<file path="config.mk">
export PLATFORM = sky130hd
export DESIGN_NAME = xbar_cfg_loader_flat
export DESIGN_NICKNAME = d
export VERILOG_FILES = /design/src/rtl/xbar_pkg.sv /design/src/rtl/xbar_cfg_loader_if.sv /design/src/rtl/xbar_cfg_loader.sv /design/src/flat_wrapper.sv
export SDC_FILE = /design/constraint.sdc
export NUM_CORES = 1
export LEC_CHECK = 0
export ABC_AREA = 1
export BUFFER_PORTS_ARGS = -buffer_cell sky130_fd_sc_hd__buf_2
export CAP_MARGIN = 20
export CORE_MARGIN = 3
export CORE_UTILIZATION = 65
export CTS_BUF_LIST = sky130_fd_sc_hd__clkbuf_8
export CTS_CLUSTER_DIAMETER = 200
export DETAILED_ROUTE_END_ITERATION = 10
export PLACE_DENSITY = 0.95
export SKIP_CTS_REPAIR_TIMING = 1
export SYNTH_ARGS = -nofsm -noshare
export SYNTH_HDL_FRONTEND = slang
export SYNTH_SLANG_ARGS = --single-unit
</file>
<file path="constraint.sdc">
create_clock -name clk -period 7.71 [get_ports clk]
set_input_delay 1.542 -clock clk [delete_from_list [all_inputs] [get_ports clk]]
set_output_delay 1.542 -clock clk [all_outputs]
set_load 0.01 [all_outputs]
</file>
<file path="src/rtl/xbar_pkg.sv">
// ----------------------------------------------------------------------------
// xbar_pkg
//   Crossbar geometry and loader state encoding, shared between the config
//   loader and the tile-level crossbar instantiation.
//   No ports (package).
// ----------------------------------------------------------------------------
package xbar_pkg;

    localparam int NUM_IN    = 33;                              // legal selects 0..NUM_IN-1
    localparam int NUM_OUT   = 40;                              // one select field per output
    localparam int SEL_W     = 6;                               // bits per select field
    localparam int WORD_W    = 16;                              // config stream word width
    localparam int CFG_W     = NUM_OUT * SEL_W;                 // 240 config bits
    localparam int NUM_WORDS = (CFG_W + WORD_W - 1) / WORD_W;   // 15 words per image
    localparam int SHADOW_W  = NUM_WORDS * WORD_W;              // shadow incl. last-word padding
    localparam int WCNT_W    = $clog2(NUM_WORDS);
    localparam int FIDX_W    = $clog2(NUM_OUT);
    localparam int EPOCH_W   = 8;

    typedef enum logic [1:0] {
        IDLE   = 2'd0,
        LOAD   = 2'd1,
        CHECK  = 2'd2,
        COMMIT = 2'd3
    } xbar_ld_state_t;

endpackage

</file>
<file path="src/rtl/xbar_cfg_loader_if.sv">
// ----------------------------------------------------------------------------
// xbar_cfg_loader_if
//   Control, config-stream and status signals of the crossbar config loader.
//   slave  : the loader (consumes start/abort/stream, drives status + config)
//   master : the controller / stream source
//   io_start, io_abort      : load control
//   io_cfg_valid/ready/data : config word stream
//   io_busy, io_done, io_err: status
//   io_cfg_epoch            : successful-commit counter
//   io_mux_configs          : active crossbar select image
// ----------------------------------------------------------------------------
interface xbar_cfg_loader_if;
    import xbar_pkg::*;

    logic                 io_start;
    logic                 io_abort;
    logic                 io_cfg_valid;
    logic                 io_cfg_ready;
    logic [WORD_W-1:0]    io_cfg_data;
    logic                 io_busy;
    logic                 io_done;
    logic                 io_err;
    logic [EPOCH_W-1:0]   io_cfg_epoch;
    logic [CFG_W-1:0]     io_mux_configs;

    modport slave (
        input  io_start, io_abort, io_cfg_valid, io_cfg_data,
        output io_cfg_ready, io_busy, io_done, io_err, io_cfg_epoch, io_mux_configs
    );

    modport master (
        output io_start, io_abort, io_cfg_valid, io_cfg_data,
        input  io_cfg_ready, io_busy, io_done, io_err, io_cfg_epoch, io_mux_configs
    );

endinterface

</file>
<file path="src/rtl/xbar_cfg_loader.sv">
// ----------------------------------------------------------------------------
// xbar_cfg_loader
//   Loads a crossbar select image word by word into a shadow register, range
//   checks every select field (one per cycle) and only then commits the image
//   to io_mux_configs in a single edge, so the crossbar never sees a partial
//   or illegal configuration.
//   clk   : rising-edge clock
//   reset : asynchronous, active-low
//   bus   : xbar_cfg_loader_if.slave (control, stream, status, active config)
// ----------------------------------------------------------------------------
module xbar_cfg_loader
    import xbar_pkg::*;
(
    input  logic                clk,
    input  logic                reset,
    xbar_cfg_loader_if.slave    bus
);

    xbar_ld_state_t         state;
    logic [WCNT_W-1:0]      word_cnt;
    logic [FIDX_W-1:0]      field_idx;
    logic                   err_pend;
    logic                   cfg_ready;
    logic                   busy;
    logic                   done;
    logic                   err;
    logic [EPOCH_W-1:0]     epoch;
    logic [CFG_W-1:0]       mux_configs;
    logic [SHADOW_W-1:0]    shadow;
    logic [SEL_W-1:0]       cur_field;
    logic                   field_bad;
    logic                   handshake;

    assign handshake = bus.io_cfg_valid && cfg_ready;

    // Field under test this CHECK cycle and its range comparison.
    assign cur_field = shadow[int'(field_idx) * SEL_W +: SEL_W];
    assign field_bad = (cur_field >= SEL_W'(NUM_IN));

    // Shadow is pure data: no reset, contents after an abort are don't-care.
    always_ff @(posedge clk) begin
        if (state == LOAD && handshake) begin
            shadow[int'(word_cnt) * WORD_W +: WORD_W] <= bus.io_cfg_data;
        end
    end

    always_ff @(posedge clk or negedge reset) begin
        if (!reset) begin
            state       <= IDLE;
            word_cnt    <= '0;
            field_idx   <= '0;
            err_pend    <= 1'b0;
            cfg_ready   <= 1'b0;
            busy        <= 1'b0;
            done        <= 1'b0;
            err         <= 1'b0;
            epoch       <= '0;
            mux_configs <= '0;
        end else begin
            done <= 1'b0;
            case (state)
                IDLE: begin
                    // Abort takes priority over a simultaneous start.
                    if (!bus.io_abort && bus.io_start) begin
                        state     <= LOAD;
                        word_cnt  <= '0;
                        err       <= 1'b0;
                        cfg_ready <= 1'b1;
                        busy      <= 1'b1;
                    end
                end
                LOAD: begin
                    // Abort wins even against the final word's handshake.
                    if (bus.io_abort) begin
                        state     <= IDLE;
                        cfg_ready <= 1'b0;
                        busy      <= 1'b0;
                    end else if (handshake) begin
                        if (word_cnt == WCNT_W'(NUM_WORDS - 1)) begin
                            state     <= CHECK;
                            cfg_ready <= 1'b0;
                            field_idx <= '0;
                            err_pend  <= 1'b0;
                        end else begin
                            word_cnt <= word_cnt + 1'b1;
                        end
                    end
                end
                CHECK: begin
                    // Fixed NUM_OUT-cycle scan; an illegal field does not end it early.
                    if (bus.io_abort) begin
                        state <= IDLE;
                        busy  <= 1'b0;
                    end else begin
                        if (field_bad) begin
                            err_pend <= 1'b1;
                        end
                        if (field_idx == FIDX_W'(NUM_OUT - 1)) begin
                            state <= COMMIT;
                        end else begin
                            field_idx <= field_idx + 1'b1;
                        end
                    end
                end
                COMMIT: begin
                    // Abort is not looked at here: the commit always completes.
                    if (!err_pend) begin
                        mux_configs <= shadow[CFG_W-1:0];
                        epoch       <= epoch + 1'b1;
                    end else begin
                        err <= 1'b1;
                    end
                    done  <= 1'b1;
                    busy  <= 1'b0;
                    state <= IDLE;
                end
                default: begin
                    state <= IDLE;
                end
            endcase
        end
    end

    assign bus.io_cfg_ready   = cfg_ready;
    assign bus.io_busy        = busy;
    assign bus.io_done        = done;
    assign bus.io_err         = err;
    assign bus.io_cfg_epoch   = epoch;
    assign bus.io_mux_configs = mux_configs;

endmodule

</file>
<file path="src/flat_wrapper.sv">
// flat-port wrapper written by rule: the top's interface ports become plain ports
module xbar_cfg_loader_flat import xbar_pkg::*;
  (clk, reset, bus_io_start, bus_io_abort, bus_io_cfg_valid, bus_io_cfg_data, bus_io_cfg_ready, bus_io_busy, bus_io_done, bus_io_err, bus_io_cfg_epoch, bus_io_mux_configs);
  xbar_cfg_loader_if bus_i ();
  input  logic clk;
  input  logic reset;
  input wire logic [$bits(bus_i.io_start)-1:0] bus_io_start;
  input wire logic [$bits(bus_i.io_abort)-1:0] bus_io_abort;
  input wire logic [$bits(bus_i.io_cfg_valid)-1:0] bus_io_cfg_valid;
  input wire logic [$bits(bus_i.io_cfg_data)-1:0] bus_io_cfg_data;
  output wire logic [$bits(bus_i.io_cfg_ready)-1:0] bus_io_cfg_ready;
  output wire logic [$bits(bus_i.io_busy)-1:0] bus_io_busy;
  output wire logic [$bits(bus_i.io_done)-1:0] bus_io_done;
  output wire logic [$bits(bus_i.io_err)-1:0] bus_io_err;
  output wire logic [$bits(bus_i.io_cfg_epoch)-1:0] bus_io_cfg_epoch;
  output wire logic [$bits(bus_i.io_mux_configs)-1:0] bus_io_mux_configs;
  assign bus_i.io_start = bus_io_start;
  assign bus_i.io_abort = bus_io_abort;
  assign bus_i.io_cfg_valid = bus_io_cfg_valid;
  assign bus_i.io_cfg_data = bus_io_cfg_data;
  assign bus_io_cfg_ready = bus_i.io_cfg_ready;
  assign bus_io_busy = bus_i.io_busy;
  assign bus_io_done = bus_i.io_done;
  assign bus_io_err = bus_i.io_err;
  assign bus_io_cfg_epoch = bus_i.io_cfg_epoch;
  assign bus_io_mux_configs = bus_i.io_mux_configs;
  xbar_cfg_loader u_core (.clk(clk), .reset(reset), .bus(bus_i));
endmodule
</file>
==> results of run 1 <==
-- cells in the mapped netlist (2+ instances only) --
cell      number
a21oi_1       22
nor4_1        33
nand2_1      644
buf_2         27
nor3_1        22
inv_1        222
o21ai_1        3
xor2_1         5
o211ai_1      10
buf_4          4
nand2_2        2
edfxtp_1     240
nor2_1       272
dfrtp_1      265
inv_2          9
nor3_2        15
buf_6          8
a21oi_4        2
o21ai_0      165
nand4_1       38
buf_1         10
clkbuf_1      88
nand3_1      162
xnor2_1        3
nor2_2         4
nand3_2        2
ha_1          10
-- state kept, by name, indices dropped and copies added (netlist names) --
| name | cells |
|---|---|
| u_core.bus.io_cfg_epoch | 8 |
| u_core.bus.io_cfg_ready | 1 |
| u_core.bus.io_done | 1 |
| u_core.shadow | 240 |
| u_core.err_pend | 1 |
| u_core.field_idx | 6 |
| u_core.bus.io_busy | 1 |
| u_core.bus.io_err | 1 |
| u_core.bus.io_mux_configs | 240 |
| u_core.state | 2 |
| u_core.word_cnt | 4 |
-- cells by family (layout without fill, tap and decap cells) --
group,after synthesis,in the layout
other cells,0,1
simple gates,1199,1199
xor+xnor,9,9
compound gates,206,206
flops,505,505
buf+inv,372,686
fa+ha+maj,10,10
-- worst min-delay path, delay by kind of cell, from the launching register on --
| family | cells | cell delay (ns) |
|---|---|---|
| flops | 1 | 0.34 |
| simple gates | 2 | 0.10 |
-- per-stage QoR --
stage	hold slack [ns]	setup WS (ns)	power, mW
finish	0.4690	4.169	10.42
global route	0.4848	4.073	10.96
CTS	0.4715	4.096	10.27
detailed placement	0.4540	4.168	7.872
global placement	0.4491	3.885	7.651
floorplan	0.4451	3.831	6.444
-- how the worst min path moves through the flow --
stage	startpoint	cells past startpoint	end	slack (ns)
3_5_place_dp	u_core.bus.io_mux_configs[61]$_DFFE_PN0P_	2	u_core.bus.io_mux_configs[61]$_DFFE_PN0P_	0.45
6_report	u_core.bus.io_mux_configs[184]$_DFFE_PN0P_	2	u_core.bus.io_mux_configs[184]$_DFFE_PN0P_	0.47
3_3_place_gp	u_core.bus.io_mux_configs[209]$_DFFE_PN0P_	2	u_core.bus.io_mux_configs[209]$_DFFE_PN0P_	0.45
4_1_cts	u_core.bus.io_mux_configs[142]$_DFFE_PN0P_	2	u_core.bus.io_mux_configs[142]$_DFFE_PN0P_	0.47
2_1_floorplan	u_core.shadow[124]$_DFFE_PP_	2	u_core.bus.io_mux_configs[124]$_DFFE_PN0P_	0.45
5_1_grt	u_core.bus.io_mux_configs[219]$_DFFE_PN0P_	2	u_core.bus.io_mux_configs[219]$_DFFE_PN0P_	0.48
-- power by group through the flow --
stage / clock [mW] / combinational, mW / sequential (mW)
after floorplan: 0 / 2.26 / 4.19
after global placement: 0 / 3.71 / 3.94
after detailed placement: 0 / 3.90 / 3.97
after CTS: 2.38 / 3.95 / 3.94
after global routing: 2.51 / 4.44 / 4.01
final: 2.38 / 4.09 / 3.96
-- per-layer routing --
layer  global-route usage  share of wire  vias to the layer above  wire (microns)
met1               0.5206           0.37                     8683           24680
li1                     -              -                     7962               -
met3              0.09544           0.13                      234            8897
met5                    0        0.00043                        -              29
met2               0.5699           0.46                     1594           30740
met4               0.1441          0.040                        6            2695
-- area by class of cell --
class,count,area share
Antenna cell,1,0.00009961
Tap cell,442,0.02201
Multi-Input combinational cell,1424,0.2545
Clock inverter,38,0.008566
Clock buffer,108,0.05917
Inverter,233,0.03531
Timing Repair Buffer,307,0.06938
Sequential cell,505,0.5509
==> results.yml, run 1 <==
status:
  status: "finished clean"
pwr:
  p_comb_frac: 0.392
  leakage_nw: 11.89
  power.share.switching: 0.4226
  pwr-share-seq: 0.379
  power_frac_clock: 0.229
  powerDensity_nw_per_um2: 414.9
  p_switching_mw: 4.405
  internal-power_mw: 6.019
  irDropWorstVdd_v: 0.0003185
routing:
  drc: 0
  num_vias: 18479
  routedWlPerCell_microns: 21.92
  via_per_inst: 6.043
  ant_nets: 0
  first_pass_iters: 6
  drt_iter0_markers: 3102
  routed_wl_mm: 67.04
yosys:
  synth-simple-area-share: 0.2328
  postSynthAreaPerCell_sq_um: 9.442
  yosysSeqAreaShare: 0.6369
  synth_top_area_cell: "edfxtp_1"
  synthMuxAreaShare: 0
  synth-edff-count: 240
  synth_fp_nets: 2332
  async_flop_share: 0.5248
  netlist-cell-type-count: 41
  synth_area_sq_um: 21730
  ys_warn_count: 0
  synth_area_leaders: "edfxtp_1 33%, dfrtp_1 31%, nand2_1 11%, nor2_1 4.7%, inv_1 3.8%"
  synth_top_area_frac: 0.3317
  ys.flop_type: "dfrtp_1"
  synth-seq-cells: 505
  synth_top_family_by_area: "simple AND/OR/NAND/NOR gates"
  synth-compound-area-share: 0.05004
  synthXorXnorAreaFrac: 0.003974
  synth-adder-area-share: 0.005759
  netlist_instances: 2301
setup_path:
  cp_slowest_stage_delay_ns: 0.76
  crit_buf_inv: 2
  reg2reg_from: "u_core.field_idx[0]$_DFFE_PN0P_"
  cpMaxStageDelayCell: "dfrtp_2"
  cp_top_family: "simple AND/OR/NAND/NOR gates"
  path_cells: "inv_2 -> buf_4 -> nand2_1 -> nand3_1 -> nand3_1 -> nand3_1 -> nand2_1 -> nand2_1 -> nand2_1 -> nor2_1 -> nand3_1 -> nand2_1 -> a21oi_1"
  timing.rr.end: "u_core.err_pend$_DFFE_PN0P_"
  critPathCaptureType: "flip-flop"
  critPathMaxFanout: 52
  cp_data_required_time_ns: 8.20
  crit_type: "reg2reg"
  ff2ff_setup_slack_ns: 4.17
  worstPathArrival_ns: 4.03
  worst_setup_path_start_kind: "flip-flop"
  cpMostUsedCell: "nand2_1"
  crit_start: "u_core.field_idx[0]$_DFFE_PN0P_"
  crit_end: "u_core.err_pend$_DFFE_PN0P_"
  cp_num_cells: 13
  ff2ff_path_depth: 13
sta:
  fin_crit_ns: 3.541
  period_share: 0.4593
  fin_setup_tns_ns: 0
  finalHoldViolations: 0
  finalMaxSlewViolations: 0
  skew_ns: 0.02565
  worstMarginPinSlew_ns: 1.039
  slew_headroom: 0.3071
  clock.fmax_mhz: 282.4
  finalSetupViolCount: 0
  rsz0062_at_grt: "no"
clock_tree:
  cts_buffers: 80
  clockBufferDepth: 3
  clock_sinks: 505
  clk_latency_ns: 0.63
  clockRootBuffer: "clkbuf_8"
  clk_pin_slew_ns: 0.06
  htreeDepth: 3
  cts_tree: "done"
floorplan:
  rows: 66
  dieArea_sq_um: 35660
  core_area_sq_um: 32700
  die_h_microns: 188.8
  boundaryPins: 273
  die-width_microns: 188.8
  start_util: 0.6644
place:
  io_buffer_count: 272
  placedCellCount: 2908
  place.gp.congestion: 0.9848
  placed_cell_area_sq_um: 23340
  dp_hpwl_mm: 46.10
grt:
  grt_pass1_wl_mm: 101.3
  antenna_found_initial: 3
  grt_overflow: 0
  track_usage: 0.3721
  grt_pass1_vias: 17615
  grt_max_degree: 216
finish:
  postLayoutCellArea_sq_um: 25120
  final_nets: 2582
  final_core_util: 0.7683
  final_common_cell: "nand2_1"
  multi_input_area_sq_um: 6395
  nFillCells: 2017
  seq_area_sq_um: 13840
  drive_above_1_share: 0.1809
  syn_to_final_growth_pct: 15.63
  layout_common_cells: "644 x nand2_1, 271 x nor2_1, 271 x buf_2"
  stdcell_count: 3058
min_path:
  hold_class: "reg2reg"
job:
  drv_cap: 0
No activity file was read; power rests on OpenSTA's default activity.
==> run 2: changes to the inputs <==
CORE_UTILIZATION = 60   (was 65)
PLACE_DENSITY = 0.92   (was 0.95)
clock period = 3.69 ns   (was 7.71 ns; I/O delays follow)
==> run 2 against run 1 <==
  * Count of clock-buffer cells in the layout fell by 16
  * Hold slack worse by 0.38 ns
  * Sequential share of layout area up 0.17 points
  * Final cell count grew 0.92%
  * Clock power is 95% higher
  * Global-route usage shrank 3.4 points
==> results.yml, run 2 (synthesis results as in run 1) <==
sta:
  slew_headroom: 0.3960
  finalHoldViolations: 0
  finalWorstSetupSlack_ns: 0.6545
  period_share: 0.8226
  worstMarginPinSlew_ns: 0.9059
  finalMaxSlewViolations: 0
  finalSetupViolCount: 0
  skew_ns: 0.03260
  fin_crit_ns: 3.035
  fin_setup_tns_ns: 0
  rsz0062_at_grt: "no"
  clock.fmax_mhz: 329.4
floorplan:
  core_area_sq_um: 35660
  rows: 69
  die-width_microns: 196.3
  start_util: 0.6094
  boundaryPins: 273
  dieArea_sq_um: 38530
  die_h_microns: 196.3
clock_tree:
  clk_latency_ns: 0.65
  clockBufferDepth: 3
  htreeDepth: 3
  cts_tree: "done"
  clockRootBuffer: "clkbuf_8"
  clk_pin_slew_ns: 0.07
  cts_buffers: 79
  clock_sinks: 505
routing:
  drt_iter0_markers: 2631
  num_vias: 18006
  ant_nets: 0
  drc: 0
  first_pass_iters: 6
  via_per_inst: 5.835
  routedWlPerCell_microns: 21.24
  routed_wl_mm: 65.56
setup_path:
  critPathMaxFanout: 24
  critPathCaptureType: "flip-flop"
  cpMaxStageDelayCell: "dfrtp_1"
  crit_type: "reg2reg"
  path_cells: "inv_2 -> ha_1 -> nand3_1 -> inv_2 -> nand2_1 -> nand4_1 -> nor2_1 -> nand3_1 -> nor2_1 -> buf_4"
  cp_data_required_time_ns: 4.02
  worstPathArrival_ns: 3.36
  cp_slowest_stage_delay_ns: 0.94
  worst_setup_path_start_kind: "flip-flop"
grt:
  grt_pass1_vias: 17499
  grt_max_degree: 134
  antenna_found_initial: 1
  grt_pass1_wl_mm: 99.78
  track_usage: 0.3383
  grt_overflow: 0
place:
  dp_hpwl_mm: 46.32
  place.gp.congestion: 0.9873
  dp_slack_ns: 0.7173
  io_buffer_count: 272
finish:
  drive_above_1_share: 0.1794
  syn_to_final_growth_pct: 15.27
  final_nets: 2593
  n_antenna_cell: 0
  final_common_cell: "nand2_1"
  layout_common_cells: "644 x nand2_1, 271 x nor2_1, 271 x buf_2"
pwr:
  powerDensity_nw_per_um2: 854.1
  irDropWorstVdd_v: 0.0006614
  leakage_nw: 11.86
job:
  drv_cap: 0
status:
  status: "finished clean"
min_path:
  hold_class: "in2async"
run 2: cell type report:
type	instances	area [sq um]
flip-flops and latches	505	13840
fillers	2536	10610
multi-input cells	1424	6395
repair buffers	319	1812
clock buffers	92	1266
inverters	233	887.1
well taps	461	576.8
clock inverters	52	267.8
run 2: path summary, 6_finish.rpt:
path	to	slack, ns	from	depth (start not counted)
max	u_core.shadow[93]$_DFFE_PP_	0.65	u_core.word_cnt[0]$_DFFE_PN0P_	10
max in group asynchronous	u_core.field_idx[1]$_DFFE_PN0P_	2.64	reset	2
min in group clk	u_core.bus.io_mux_configs[217]$_DFFE_PN0P_	0.46	u_core.bus.io_mux_configs[217]$_DFFE_PN0P_	2
min reg2reg	u_core.bus.io_mux_configs[217]$_DFFE_PN0P_	0.46	u_core.bus.io_mux_configs[217]$_DFFE_PN0P_	2
min	u_core.bus.io_mux_configs[191]$_DFFE_PN0P_	0.09	reset	1
max reg2reg	u_core.shadow[93]$_DFFE_PP_	0.65	u_core.word_cnt[0]$_DFFE_PN0P_	10
run 2: stage by stage:
step                      hold slack [ns]    util  std cells  power, mW  area [sq um]
final                             0.08816  0.7024       3086      21.39         25050
after global routing               0.1220  0.7024       3086      22.59         25050
after CTS                         0.09082  0.7024       3086      21.26         25050
after detailed placement           0.4528  0.6594       2942      16.61         23510
after global placement             0.4488  0.6594       2942      16.28         23510
after floorplan                    0.4424       -       2301      13.47         21730
run 2: power by group:
part	internal (mW)	switching, mW	total, mW	leakage [nW]
clock network	2.41	2.23	4.64	0.895
logic	2.48	6.00	8.48	5.46
registers	7.37	0.894	8.26	5.51
run 2: layer usage:
| metal | track usage | share of wire |
|---|---|---|
| met1 | 0.4704 | 0.38 |
| met2 | 0.5081 | 0.45 |
| met3 | 0.08964 | 0.13 |
| met4 | 0.1500 | 0.045 |
| met5 | 0 | 0.00017 |
run 2: critical path: cells and delay by family (launching register included):
family | cells | cell delay [ns]
simple gates | 6 | 1.06
flops | 1 | 0.94
buf+inv | 3 | 0.42
fa+ha+maj | 1 | 0.30
